`src/rtl/vc_qspi.sv`:
```
// rtl/vc_qspi.sv - quad-SPI memory port: 0xEB burst reads and 0x38 writes, SCK at clk/2
module vc_qspi #(
    parameter int PA    = 24,
    parameter int BURST = 4,
    parameter int DUMMY = 6
) (
    input  logic          clk,
    input  logic          reset,
    input  logic          req_valid,
    output logic          req_ready,
    input  logic          req_write,
    input  logic [PA-1:0] req_addr,
    input  logic [15:0]   req_wdata,
    input  logic          req_size,
    output logic          rd_valid,
    output logic [15:0]   rd_data,
    output logic          rd_last,
    output logic          done,
    output logic          spi_cs_n,
    output logic          spi_clk,
    output logic [3:0]    spi_dout,
    output logic [3:0]    spi_oe,
    input  logic [3:0]    spi_din
);
    localparam int SW = 8 + PA + 16;
    localparam int AN = PA / 4;

    typedef enum logic [2:0] {
        ST_IDLE, ST_CMD, ST_ADDR, ST_DUMMY, ST_RDATA, ST_WDATA, ST_DESEL
    } state_t;

    state_t        state;
    logic [SW-1:0] sr;
    logic [5:0]    nib;
    logic          wr;
    logic          sz;
    logic [15:0]   rx;
    logic [15:0]   rx_next;
    logic          last_nib;

    assign req_ready = (state == ST_IDLE) & ~reset;
    assign rx_next   = {rx[11:0], spi_din};

    always_comb begin
        last_nib = 1'b0;
        case (state)
            ST_CMD:   last_nib = (nib == 6'd1);
            ST_ADDR:  last_nib = (nib == 6'(AN - 1));
            ST_DUMMY: last_nib = (nib == 6'(DUMMY - 1));
            ST_RDATA: last_nib = (nib == 6'(2 * BURST - 1));
            ST_WDATA: last_nib = (nib == (sz ? 6'd3 : 6'd1));
            default:  last_nib = 1'b0;
        endcase
    end

    always_ff @(posedge clk) begin
        if (reset) begin
            state    <= ST_IDLE;
            sr       <= '0;
            nib      <= '0;
            wr       <= 1'b0;
            sz       <= 1'b0;
            rx       <= '0;
            rd_valid <= 1'b0;
            rd_last  <= 1'b0;
            rd_data  <= '0;
            done     <= 1'b0;
            spi_cs_n <= 1'b1;
            spi_clk  <= 1'b0;
            spi_dout <= 4'h0;
            spi_oe   <= 4'h0;
        end else begin
            rd_valid <= 1'b0;
            rd_last  <= 1'b0;
            done     <= 1'b0;
            case (state)
                ST_IDLE: begin
                    if (req_valid) begin
                        state    <= ST_CMD;
                        wr       <= req_write;
                        sz       <= req_size;
                        sr       <= {(req_write ? 8'h38 : 8'hEB), req_addr,
                                     req_wdata[7:0], req_wdata[15:8]};
                        spi_dout <= req_write ? 4'h3 : 4'hE;
                        spi_oe   <= 4'hF;
                        spi_cs_n <= 1'b0;
                        spi_clk  <= 1'b0;
                        nib      <= '0;
                    end
                end
                ST_DESEL: begin
                    if (nib == 6'd1) begin
                        state <= ST_IDLE;
                        nib   <= '0;
                    end else begin
                        nib <= nib + 6'd1;
                    end
                end
                default: begin
                    spi_clk <= ~spi_clk;
                    // Every SCK falling edge closes one nibble: sample input, present next output.
                    if (spi_clk) begin
                        sr       <= sr << 4;
                        spi_dout <= sr[SW-5 -: 4];
                        nib      <= last_nib ? 6'd0 : nib + 6'd1;
                        if (state == ST_RDATA) begin
                            rx <= rx_next;
                            if (nib[1:0] == 2'd3) begin
                                rd_valid <= 1'b1;
                                rd_data  <= {rx_next[7:0], rx_next[15:8]};
                                rd_last  <= last_nib;
                            end
                        end
                        if (last_nib) begin
                            case (state)
                                ST_CMD:   state <= ST_ADDR;
                                ST_ADDR: begin
                                    state  <= wr ? ST_WDATA : ST_DUMMY;
                                    spi_oe <= wr ? 4'hF : 4'h0;
                                end
                                ST_DUMMY: state <= ST_RDATA;
                                default: begin
                                    state    <= ST_DESEL;
                                    spi_cs_n <= 1'b1;
                                    spi_oe   <= 4'h0;
                                    spi_dout <= 4'h0;
                                    spi_clk  <= 1'b0;
                                    done     <= (state == ST_WDATA);
                                end
                            endcase
                        end
                    end
                end
            endcase
        end
    end
endmodule

```
`config.mk`:
```
export PLATFORM = sky130hd
export DESIGN_NAME = vc_qspi
export DESIGN_NICKNAME = d
export VERILOG_FILES = /design/src/rtl/vc_qspi.sv
export SDC_FILE = /design/constraint.sdc
export NUM_CORES = 1
export LEC_CHECK = 0
export ABC_AREA = 1
export CORE_MARGIN = 10
export CORE_UTILIZATION = 46
export DETAILED_ROUTE_END_ITERATION = 8
export PLACE_DENSITY = 0.76
export SYNTH_ARGS = -nofsm -noshare
export SYNTH_HDL_FRONTEND = slang
export SYNTH_SLANG_ARGS = --single-unit
```
`constraint.sdc`:
```
create_clock -name clk -period 1.6 [get_ports clk]
set_clock_uncertainty 0.15 [all_clocks]
set_input_delay 0.32 -clock clk [delete_from_list [all_inputs] [get_ports clk]]
set_output_delay 0.32 -clock clk [all_outputs]
set_load 0.02 [all_outputs]
```
* After elaboration in Yosys (flattened, before gate mapping) *
Index checks and enable logic that the tools add are counted.

operators by class
  add/subtract/negate cells = 1
  $mul = 0
  div/mod/pow operators = 0
  magnitude comparators = 0
  equality and inequality tests = 15
  shift-type cells = 0
  multiplexer cells = 40
  bitwise gates (word level) = 8
  reduce and logical (&&, ||, !) cells = 21

operator list
  cell                                           count
  two-way mux 44 bit                             2
  case mux 44 bit (2 select lines)               1
  two-way mux 4 bit                              9
  two-way mux 6 bit                              4
  case mux 4 bit (2 select lines)                3
  two-way mux 3 bit                              5
  == test 6 x 3 -> 1 bit, second input constant  2
  case mux 6 bit (2 select lines)                1
  AND reduction 5 bit                            2
  == test 3 bit, second input constant           3
  case mux 3 bit (3 select lines)                1
  two-way mux 1 bit                              8
  AND reduction 4 bit                            2
  OR reduction 8 bit                             1
  NOT 1 bit                                      7
  adder 6 x 1 -> 6 bit, second input constant    1
  == test 3 x 2 -> 1 bit, second input constant  2
  == test 6 x 1 -> 1 bit, second input constant  1
  == test 6 x 2 -> 1 bit                         1
  case mux 3 bit (2 select lines)                1
  AND reduction 2 bit                            3
  AND reduction 3 bit                            2
  nonzero test 3 bit                             2
  OR reduction 2 bit                             3
  13 further kinds                               18

word-level totals
  flip-flop bits (word level) = 96
  bits in latches = 0
  bits in writable memories = 0
  bits in read-only memories = 0
  bits of input ports = 49
  logic and storage cells = 99
  memories = 0

* Longest topological paths before layout *
Gate-level depths: netlist of the first run.

  depth after elaboration = 6
  depth in mapped cells = 13
  mapped depth without buffers = 12

* Least setup slack after synthesis of the first run *
Ideal clock, no wire load.

  path type = register to output
  start = register state[2]
  end = output req_ready
  data arrival time = 1,269 ps
  data required time = 1,130 ps
  slack = -139 ps
  cell stages (with the launch flop) = 8
  cells stage by stage = dfxtp_1 buf_4 nor2_2 inv_2 nor2_4 inv_2 clkbuf_1 nor2_1

on the way
  word-level cells in the longest chain between the ends = 2

RTL lines
  element                 line  source
  from (decl)             32    state_t state;
  from (signal assigned)  118   state <= wr ? ST_WDATA : ST_DUMMY;
  zero test 3 bit         41    assign req_ready = (state == ST_IDLE) & ~reset;
  bitwise AND 1 bit       41
  to (decl)               10    output logic req_ready,

Every way passes these cells.

* Worst setup path after layout of the first run *
  start = register state[2]
  end = register state[1]

on the way
  word-level cells in the longest chain between the ends = 5
  elaborated cells between the ends (all ways) = 18
  classes of those cells = eq/ne: 8; mux: 5; reduce/logical: 5

RTL lines
  element                                                                                  line
  == test 3 x 2 -> 1 bit / == test 3 x 1 -> 1 bit (equally long branches)                  46, 115
  OR reduction 2 bit (no line) / case mux 3 bit (3 select lines) (equally long branches)   -
  case mux 1 bit (4 select lines) / two-way mux 3 bit (equally long branches)              46, 114
  nonzero test 3 bit (no line) / two-way mux 3 bit (equally long branches)                 -
  AND reduction 4 bit (no line) / case mux 3 bit (2 select lines) (equally long branches)  -

Parallel ways exist; a longest one is shown, timed or not. The select of a mux whose other input is x is not followed.
A chain may end at the register's enable or synchronous reset.

==> results of run 1 <==
## sequential cells by signal, summed over array words and instances (netlist names), 3 cells and up
name      count
nib           6
rx           12
sr           44
state         3
spi_dout      4
rd_data      16
## worst register-to-register path, stage by stage (launching register included)
cell and delay, ps:
dfxtp_2 380, buf_6 140, inv_8 40, nor2_4 190, nand2_1 130, nand2_1 130
nand2_2 80, nand3_2 110, nand4_1 180, buf_6 210, nand3_1 130, nand2_1 80
nor2_1 90
## metal layers
metal  track usage  wire [µm]  share of wire
met5             0          0              0
met4        0.0863        983          0.059
met3        0.0472       1310          0.078
met2         0.346       8600           0.51
met1         0.212       5830           0.35
## Yosys cell counts (all sizes together)
library cell,n,area share
nor3,3,0.0039
a21boi,1,0.0019
xor2,3,0.0068
or2,1,0.0016
buf,23,0.033
a31oi,36,0.058
o21ai,56,0.072
clkbuf,15,0.014
nand2,141,0.14
dfxtp,93,0.48
ha,2,0.0064
inv,23,0.022
xnor2,1,0.0023
nor2,57,0.060
a21oi,36,0.049
nand4,4,0.0064
o211ai,1,0.0032
nand3,33,0.042
## layout make-up
class / count / area [µm²] / area share
Clock buffer: 11 / 141 / 0.0208
Clock inverter: 5 / 43.8 / 0.00644
Sequential cell: 93 / 1870 / 0.275
Timing Repair Buffer: 174 / 1950 / 0.287
Multi-Input combinational cell: 375 / 2530 / 0.373
Inverter: 23 / 109 / 0.0160
Timing Repair inverter: 1 / 16.3 / 0.00239
Tap cell: 105 / 131 / 0.0193
## layout by cell type (no fill, tap or decap), types with 10 or more instances in the layout
cell             count
nand2_2             14
inv_1               11
nand2_1            119
o21ai_0             10
buf_4               43
a21oi_1             22
o21ai_1             18
a21oi_2             12
nand3_1             25
a31oi_1             18
dlygate4sd2_1       22
buf_12              11
clkdlybuf4s50_1     48
clkbuf_8            10
a31oi_4             17
nor2_1              38
nor2_4              13
o21ai_2             20
dfxtp_1             88
buf_6               25
## worst min-delay path by stage
stage	start	end	cells past startpoint
after floorplan	sz	sz	2
after global placement	spi_cs_n	spi_cs_n	2
after detailed placement	spi_cs_n	spi_cs_n	2
after CTS	spi_cs_n	spi_cs_n	2
after global routing	rd_data[13]	rd_data[13]	2
final	spi_cs_n	spi_cs_n	2
## through the flow
stage	cells	TNS, ps	power, mW
global route	787	-23930	18.2
CTS	770	-8000	13.7
global placement	719	-23230	8.45
finish	787	-20880	17.7
detailed placement	719	-25560	8.56
floorplan	529	-24.9	6.90
## repair_timing
item | CTS | global route
setup endpoints to repair | 106 | 90
hold endpoints to repair | 0 | 0
gates cloned | 8 | 7
setup buffers | 29 | 17
pin swaps | 29 | 30
gates resized for setup | 148 | 153
## kinds of logic after synthesis
logic type	count (synthesis)
AO/OA/AOI/OAI	130
XOR/XNOR	4
adder cells (fa/ha/maj)	2
buffers and inverters	61
flip-flops	93
AND/OR/NAND/NOR	239
## report_power, final
part | internal, mW | switching, mW
Clock | 0.626 | 0.933
Sequential | 3.02 | 0.632
Combinational | 6.14 | 6.30
==> impl_results.md, run 1 <==
* Sink Count at 93
* Final WS setup at -495 ps
* Reg2reg setup slack at -490 ps
* Root Buffer Master: clkbuf_8
* Fill count at 434
* Lkg Pwr at 2.66 nW
* Worst Reg-to-Reg Cells at 12
* Clock buffer depth at 2
* Seq/Total Area, Yosys at 0.479
* Final Max Slew Viols at 0
* Die Wd at 112 µm
* Synth unique cells at 26
* PwrDens at 2600 mW/mm²
* Crit path max-delay family: simple AND/OR/NAND/NOR gates
* Vias at 4698
* Mapped Avg Cell Area at 7.35 µm²
* Vias per inst at 5.97
* Reg2reg end: state[1]
* Worst Hold Class: reg -> reg
* Largest family of logic cells by synthesized area: simple AND/OR/NAND/NOR gates
* Worst ir drop on vdd at 1610 µV
* Final hold viol count at 0
* Synth-to-layout area growth at 74.8%
* Drt wl/cell at 21.3 µm
* Final ANT Viol Nets at 0
* Largest net degree at the start of global routing at 37
* Crit path to: state[1]
* F_max at 0.477 GHz
* RSZ-0062 raised after global routing: yes
* Post-Syn Area at 0.00389 mm²
* Place WS at -414 ps
* CP Buf/Inv Count at 3
* Clock slew at reported path FFs at 110 ps
* Core area at 0.00822 mm²
* Post-synthesis mux area share at 0
* DP HPWL at 7.17 mm
* Final core utilization at 0.827
* GRT Overall Usage at 0.194
* Crit start category: register
* Levels on crit path at 12
* Post-route DRC at 0
* Critical-path cell list: buf_6, inv_8, nor2_4, nand2_1, nand2_1, nand2_2, nand3_2, nand4_1, buf_6, nand3_1, nand2_1, nor2_1
* Syn Nets at 580
* Crit. Startpoint: state[2]
* Min cycle time layout at 2090 ps
* Crit-path max cell delay at 380 ps
* Critical Path Most Common Cell: nand2_1
* Simple-Gate Fraction of Synth Area at 0.252
* Die Area at 0.0125 mm²
* Tcrit/Tclk final at 1.31
* Rel. slew slack at 0.753
* Ports at 79
* Final setup vio count at 91
* Gr ovfl total at 0
* CTS Buf Count at 9
* TritonCTS clock tree: yes
* DRT iter0 DRCs at 360
* Vias in the first global route at 4337
* Post-synthesis compound-gate area fraction at 0.184
* CTS H-tree depth at 3
* Max cap viols at 0
* Synthesized flop and latch total at 93
* Yosys warnings at 0
* Gpl congestion at 0.875
* Worst slew pin tran at 367 ps
* Cts hold-fix bufs at 0
* Failing checks: setup timing
* Chip height at 112 µm
* Final net count at 728
* RR Startpoint: state[2]
* Crit end category: register
* CP max FO at 6
* CP max stage cell: dfxtp_2
* Critical path class: reg -> reg
* Worst endpoint required time at 1770 ps
* Layout cells sized above 1 at 0.368
* IO buf count at 78
* Status: complete, but fails checks
* Area after DPL at 0.00502 mm²
* Clk_lat worst skew at 380 ps
* Cell area after layout at 0.00680 mm²
* # rows at 33
* CP arrival at 2260 ps
* First-pass GRT wire length at 20.6 mm
* Worst Hold Slack at 304 ps
* XOR/XNOR share of the synthesized area at 0.00901
* Routed WL at 16.7 mm
* Adder-Cell Fraction of Synth Area at 0.00644
* Diodes inserted at 0
* Initial antenna violation count at 0
* DRT Pass-1 Iters at 5
* Syn Inst Count at 529
* Initial Util at 0.473
(Power assumes the default switching activity.)
==> run 2: changes to the inputs <==
--- a/config.mk
+++ b/config.mk
@@ -9,7 +9,7 @@
 export CORE_MARGIN = 10
 export CORE_UTILIZATION = 46
 export DETAILED_ROUTE_END_ITERATION = 8
-export PLACE_DENSITY = 0.76
+export PLACE_DENSITY_LB_ADDON = 0.25
 export SYNTH_ARGS = -nofsm -noshare
 export SYNTH_HDL_FRONTEND = slang
 export SYNTH_SLANG_ARGS = --single-unit
==> run 2 against run 1 <==
Effect of this change:
- the run still ends with setup timing left
- maximum frequency increased by 10%
- die area unchanged
- non-clock buffer count decreased by 17
- largest power group unchanged
==> impl_results.md, run 2 (synthesized netlist as in run 1, its figures left out) <==
* Status: complete, but fails checks
* Failing checks: setup timing
* Max reg flops at 44 (unchanged)
* Final Max Slew Viols at 0 (unchanged)
* Die Area at 0.0125 mm² (unchanged)
* Critical path class: reg -> reg
* Worst endpoint required time at 1740 ps (-30 ps)
* Biggest regs: sr (44), rd_data (16), rx (12)
* CP max stage cell: dfxtp_2
* Min cycle time layout at 1900 ps (-192 ps)
* Critical-path cell list: nor2_4, inv_2, nor2_4, inv_2, buf_6, a21oi_4, buf_6, buf_12, o21ai_2, a31oi_1
* Final WS setup at -303 ps (+192 ps)
* Placed instance count at 721 (+0.28%)
* Final ANT Viol Nets at 0 (unchanged)
* PwrDens at 2320 mW/mm² (-11%)
* DRT Pass-1 Iters at 5 (unchanged)
* Reg2reg end: sr[32]
* Cts hold-fix bufs at 0 (unchanged)
* Most frequent cells in the layout: 126 x nand2_1, 89 x dfxtp_1, 47 x clkdlybuf4s50_1, 43 x nor2_1, 41 x buf_4
* Crit path to: sr[32]
* Levels on crit path at 10 (-2)
* Gr ovfl total at 0 (unchanged)
* DRT iter0 DRCs at 239 (-34%)
* Layout cells sized above 1 at 0.286 (-0.0819)
* Vias at 4178 (-11%)
* Root Buffer Master: clkbuf_8
* Synth-to-layout area growth at 53.3%
* Crit end category: register
* CP max FO at 7 (+1)
* Initial Util at 0.473 (unchanged)
* Cell area after layout at 0.00596 mm² (-12%)
* Diodes inserted at 0 (unchanged)
* Worst Hold Slack at 305 ps (+0.592 ps)
* Clock slew at reported path FFs at 90 ps (-20 ps)
* F_max at 0.525 GHz (+10%)
* Area after DPL at 0.00501 mm² (-0.20%)
* First-pass GRT wire length at 18.8 mm (-8.9%)
* Clock buffer depth at 2 (unchanged)
* TNS Setup at -13060 ps (+7820 ps)
* Crit-path max cell delay at 350 ps (-30 ps)
* Vias per inst at 5.43 (-9.0%)
* Crit path max-delay family: buffers and inverters
* Ports at 79 (unchanged)
* Initial antenna violation count at 0 (unchanged)
* Worst slew pin tran at 340 ps (-27.5 ps)
* Sink Count at 93 (unchanged)
* Die Wd at 112 µm (unchanged)
* CP arrival at 2050 ps (-210 ps)
* CTS Buf Count at 9 (unchanged)
* Gpl congestion at 0.896 (+2.3%)
* Tcrit/Tclk final at 1.19 (-0.120)
* Worst Reg-to-Reg Cells at 10 (-2)
* Lkg Pwr at 2.44 nW (-8.3%)
* RR Startpoint: state[2]
* TritonCTS clock tree: yes
* Reg2reg setup slack at -300 ps (+190 ps)
* Final core utilization at 0.726 (-0.102)
* Reg with most FFs: sr
* Largest net degree at the start of global routing at 39 (+5.4%)
* Clk_lat worst skew at 380 ps (about the same)
* Max cap viols at 0 (unchanged)
* Rel. slew slack at 0.771 (+0.0178)
* Worst Hold Class: reg -> reg
* Post-route DRC at 0 (unchanged)
* Most common cell after layout, fill and taps aside: nand2_1
* Vias in the first global route at 3992 (-8.0%)
* Final hold viol count at 0 (unchanged)
* GRT Overall Usage at 0.175 (-0.0191)
* Drt wl/cell at 16.6 µm (-22%)
* IO buf count at 78 (unchanged)
* CP Buf/Inv Count at 5 (+2)
* Final setup vio count at 62 (-32%)
* FF+latch area at 0.00187 mm² (about the same)
* Cell Count, Final, Fillers Out at 769 (-2.3%)
* DP HPWL at 7.28 mm (+1.5%)
* Core area at 0.00822 mm² (unchanged)
* CTS H-tree depth at 3 (unchanged)
* Multi-input logic area at 0.00205 mm² (-19%)
* Worst ir drop on vdd at 1560 µV (-3.1%)
* Crit start category: register
* RSZ-0062 raised after global routing: yes
* Final net count at 710 (-2.5%)
* Chip height at 112 µm (unchanged)
* Crit. Startpoint: state[2]
* # rows at 33 (unchanged)
* Routed WL at 12.7 mm (-24%)
* Fill count at 600 (+38%)
==> run 2: layout make-up <==
type	instances	share of cell area
sequential	93	0.314
clock buffer	9	0.0208
clock inverter	7	0.0141
tap	105	0.0220
inverter	23	0.0166
timing repair buffer	157	0.269
multi-input combinational	375	0.343
==> run 2: per-layer routing <==
layer / global-route usage / share of wire
met5: 0 / 0
met4: 0.0550 / 0.028
met3: 0.0451 / 0.061
met2: 0.323 / 0.53
met1: 0.189 / 0.38
==> run 2: per-stage QoR <==
| stage | setup slack [ps] | total power [mW] |
|---|---|---|
| 6_report | -303 | 13.8 |
| 5_1_grt | -449 | 14.6 |
| 4_1_cts | -225 | 12.4 |
| 3_5_place_dp | -509 | 8.57 |
| 3_3_place_gp | -482 | 8.46 |
| 2_1_floorplan | -8.31 | 6.90 |
==> run 2: repair_timing <==
item	in CTS	in global routing
resized for setup	125	80
buffers inserted	13	14
endpoints found under the setup margin	121	99
pin swaps	10	13
cloned	6	2
==> run 2: worst min path at each step <==
stage / slack, ps / start / endpoint / cells after the start
6_report: 300 / spi_cs_n / spi_cs_n / 2
5_1_grt: 330 / rd_data[1] / rd_data[1] / 2
4_1_cts: 300 / spi_cs_n / spi_cs_n / 2
3_5_place_dp: 290 / spi_cs_n / spi_cs_n / 2
3_3_place_gp: 290 / spi_cs_n / spi_cs_n / 2
2_1_floorplan: 280 / sz / sz / 2
==> run 2: where the power goes <==
group	total, mW	switching (mW)	internal, mW
combinational	8.63	4.51	4.12
sequential	3.54	0.517	3.02
clock	1.65	0.907	0.743
==> run 2: worst reg2reg max path, stage by stage, from the launching register on <==
cell	delay, ps
dfxtp_2	350
nor2_4	110
inv_2	60
nor2_4	130
inv_2	80
buf_6	130
a21oi_4	240
buf_6	190
buf_12	150
o21ai_2	60
a31oi_1	180
==> run 3: changes to the inputs <==
==> constraint.sdc (replaced) <==
create_clock -name clk -period 1.7 [get_ports clk]
set_clock_uncertainty 0.15 [all_clocks]
set_input_delay 0.34 -clock clk [delete_from_list [all_inputs] [get_ports clk]]
set_output_delay 0.34 -clock clk [all_outputs]
set_load 0.02 [all_outputs]
==> run 3 against run 2 <==
Effect of this change:
- the run still ends with setup timing left
- die area unchanged
- register-to-register slack better by 40 ps
- maximum frequency down 3.1%
- core utilization is 1.4 points higher
- wire length up 1.5%
- final cell count down 0.52%
- via count increased by 0.43%
- critical path depth unchanged
- critical endpoint unchanged
- largest cell class unchanged
- highest routed layer unchanged
==> impl_results.md, run 3 (synthesized netlist as in run 1, its figures left out) <==
* Status: complete, but fails checks
* Crit start category: register
* Worst endpoint required time at 1840 ps (+100 ps)
* Clock slew at reported path FFs at 120 ps (+30 ps)
* CTS Buf Count at 9 (unchanged)
* Vias at 4196 (+0.43%)
* F_max at 0.509 GHz (-3.1%)
* Cell area after layout at 0.00608 mm² (+1.9%)
* Drt wl/cell at 16.9 µm (+2.0%)
* CP arrival at 2100 ps (+50 ps)
* Crit-path max cell delay at 360 ps (about the same)
* Tcrit/Tclk final at 1.16 (-0.0337)
* Initial Util at 0.473 (unchanged)
* Gr ovfl total at 0 (unchanged)
* TritonCTS clock tree: yes
* Final WS setup at -265 ps (+38.3 ps)
* DRT iter0 DRCs at 237 (-0.84%)
* PwrDens at 2180 mW/mm² (-6.1%)
* Gpl congestion at 0.916 (+2.3%)
* Worst ir drop on vdd at 1270 µV (-19%)
* Root Buffer Master: clkbuf_8
* Biggest regs: sr (44), rd_data (16), rx (12)
* Sink Count at 93 (unchanged)
* First-pass GRT wire length at 17.2 mm (-8.5%)
* Final setup vio count at 57 (-8.1%)
* Vias in the first global route at 3795 (-4.9%)
* RSZ-0062 raised after global routing: yes
* DP HPWL at 7.06 mm (-3.0%)
* Final hold viol count at 0 (unchanged)
* Final net count at 706 (-0.56%)
* # rows at 33 (unchanged)
* Fill count at 552 (-8.0%)
* Crit end category: register
* Core area at 0.00822 mm² (unchanged)
* Max reg flops at 44 (unchanged)
* CP max FO at 8 (+1)
* Final ANT Viol Nets at 0 (unchanged)
* Initial antenna violation count at 0 (unchanged)
* Final Max Slew Viols at 0 (unchanged)
* Rel. slew slack at 0.742 (-0.0289)
* Max cap viols at 0 (unchanged)
* Worst Hold Slack at 312 ps (+7.61 ps)
* Worst Hold Class: reg -> reg
* Clk_lat worst skew at 390 ps (about the same)
* IO buf count at 78 (unchanged)
* Largest net degree at the start of global routing at 37 (-5.1%)
* Ports at 79 (unchanged)
* Post-route DRC at 0 (unchanged)
* Lkg Pwr at 2.45 nW (+0.36%)
* Critical path class: reg -> reg
* DRT Pass-1 Iters at 4 (-1)
* Min cycle time layout at 1960 ps (+61.7 ps)
* Synth-to-layout area growth at 56.3%
* TNS Setup at -8350 ps (+4700 ps)
* Chip height at 112 µm (unchanged)
* Routed WL at 12.9 mm (+1.5%)
* GRT Overall Usage at 0.159 (-0.0161)
* Clock buffer depth at 2 (unchanged)
* Layout cells sized above 1 at 0.262 (-0.0240)
* Failing checks: setup timing
* Die Wd at 112 µm (unchanged)
* Critical-path cell list: nor2_4, inv_2, nor2_4, inv_2, buf_6, a21oi_4, buf_6, clkbuf_16, o21ai_0, a31oi_1
* Most common cell after layout, fill and taps aside: nand2_1
* Die Area at 0.0125 mm² (unchanged)
* Area after DPL at 0.00500 mm² (-0.12%)
* CTS H-tree depth at 3 (unchanged)
* Cts hold-fix bufs at 0 (unchanged)
* Most frequent cells in the layout: 127 x nand2_1, 89 x dfxtp_1, 48 x clkdlybuf4s50_1, 47 x nor2_1, 43 x buf_4
* Vias per inst at 5.48 (+0.96%)
* Reg with most FFs: sr
* Diodes inserted at 0 (unchanged)
* CP max stage cell: dfxtp_2
* Worst slew pin tran at 384 ps (+44.1 ps)
==> run 3: path summary, 6_finish.rpt <==
| path | start | end | slack [ps] | cells after the start |
|---|---|---|---|---|
| max | state[2] | sr[32] | -260 | 10 |
| min | rd_data[1] | rd_data[1] | 310 | 2 |
| max reg2reg | state[2] | sr[32] | -260 | 10 |
| min reg2reg | rd_data[1] | rd_data[1] | 310 | 2 |
==> run 3: timing repair <==
item,4_1_cts,5_1_grt
resized for setup,48,123
buffers inserted,4,17
endpoints found under the setup margin,100,81
gates cloned,2,9
pin swaps,2,25
==> run 3: layer usage <==
metal	wire, µm	vias up	global-route usage	share of wire
met1	5210	2004	0.190	0.40
li1	-	2016	-	-
met5	0	-	0	0
met2	6680	144	0.267	0.52
met4	371	0	0.0558	0.029
met3	660	32	0.0413	0.051
==> run 3: cell type report <==
class                           count  area [µm²]  share of cell area
Multi-Input combinational cell    375        2200               0.362
Sequential cell                    93        1870               0.307
Timing Repair Buffer              152        1570               0.259
Tap cell                          105         131              0.0216
Clock buffer                        9         124              0.0204
Inverter                           23         109              0.0179
Clock inverter                      7        68.8              0.0113
Timing Repair inverter              1        8.76             0.00144
==> run 3: where the power goes <==
group          internal, mW  switching, mW  leakage, nW
clock network         0.567          0.932       0.0911
logic                  3.87           4.58         1.59
registers              2.83          0.432        0.763
==> run 3: worst max-delay path, delay by kind of cell, from the launching register on <==
family | cells | cell delay [ps]
AND/OR/NAND/NOR | 2 | 270
AO/OA/AOI/OAI | 3 | 470
buffers and inverters | 5 | 620
flip-flops | 1 | 360
==> run 3: per-stage QoR <==
stage | setup slack [ps] | instances | utilization | power (mW)
floorplan | 21.5 | 529 | - | 6.38
global placement | -352 | 718 | 0.608 | 7.93
detailed placement | -352 | 718 | 0.608 | 8.02
CTS | -142 | 740 | 0.639 | 9.91
global route | -330 | 765 | 0.740 | 13.9
finish | -265 | 765 | 0.740 | 13.2
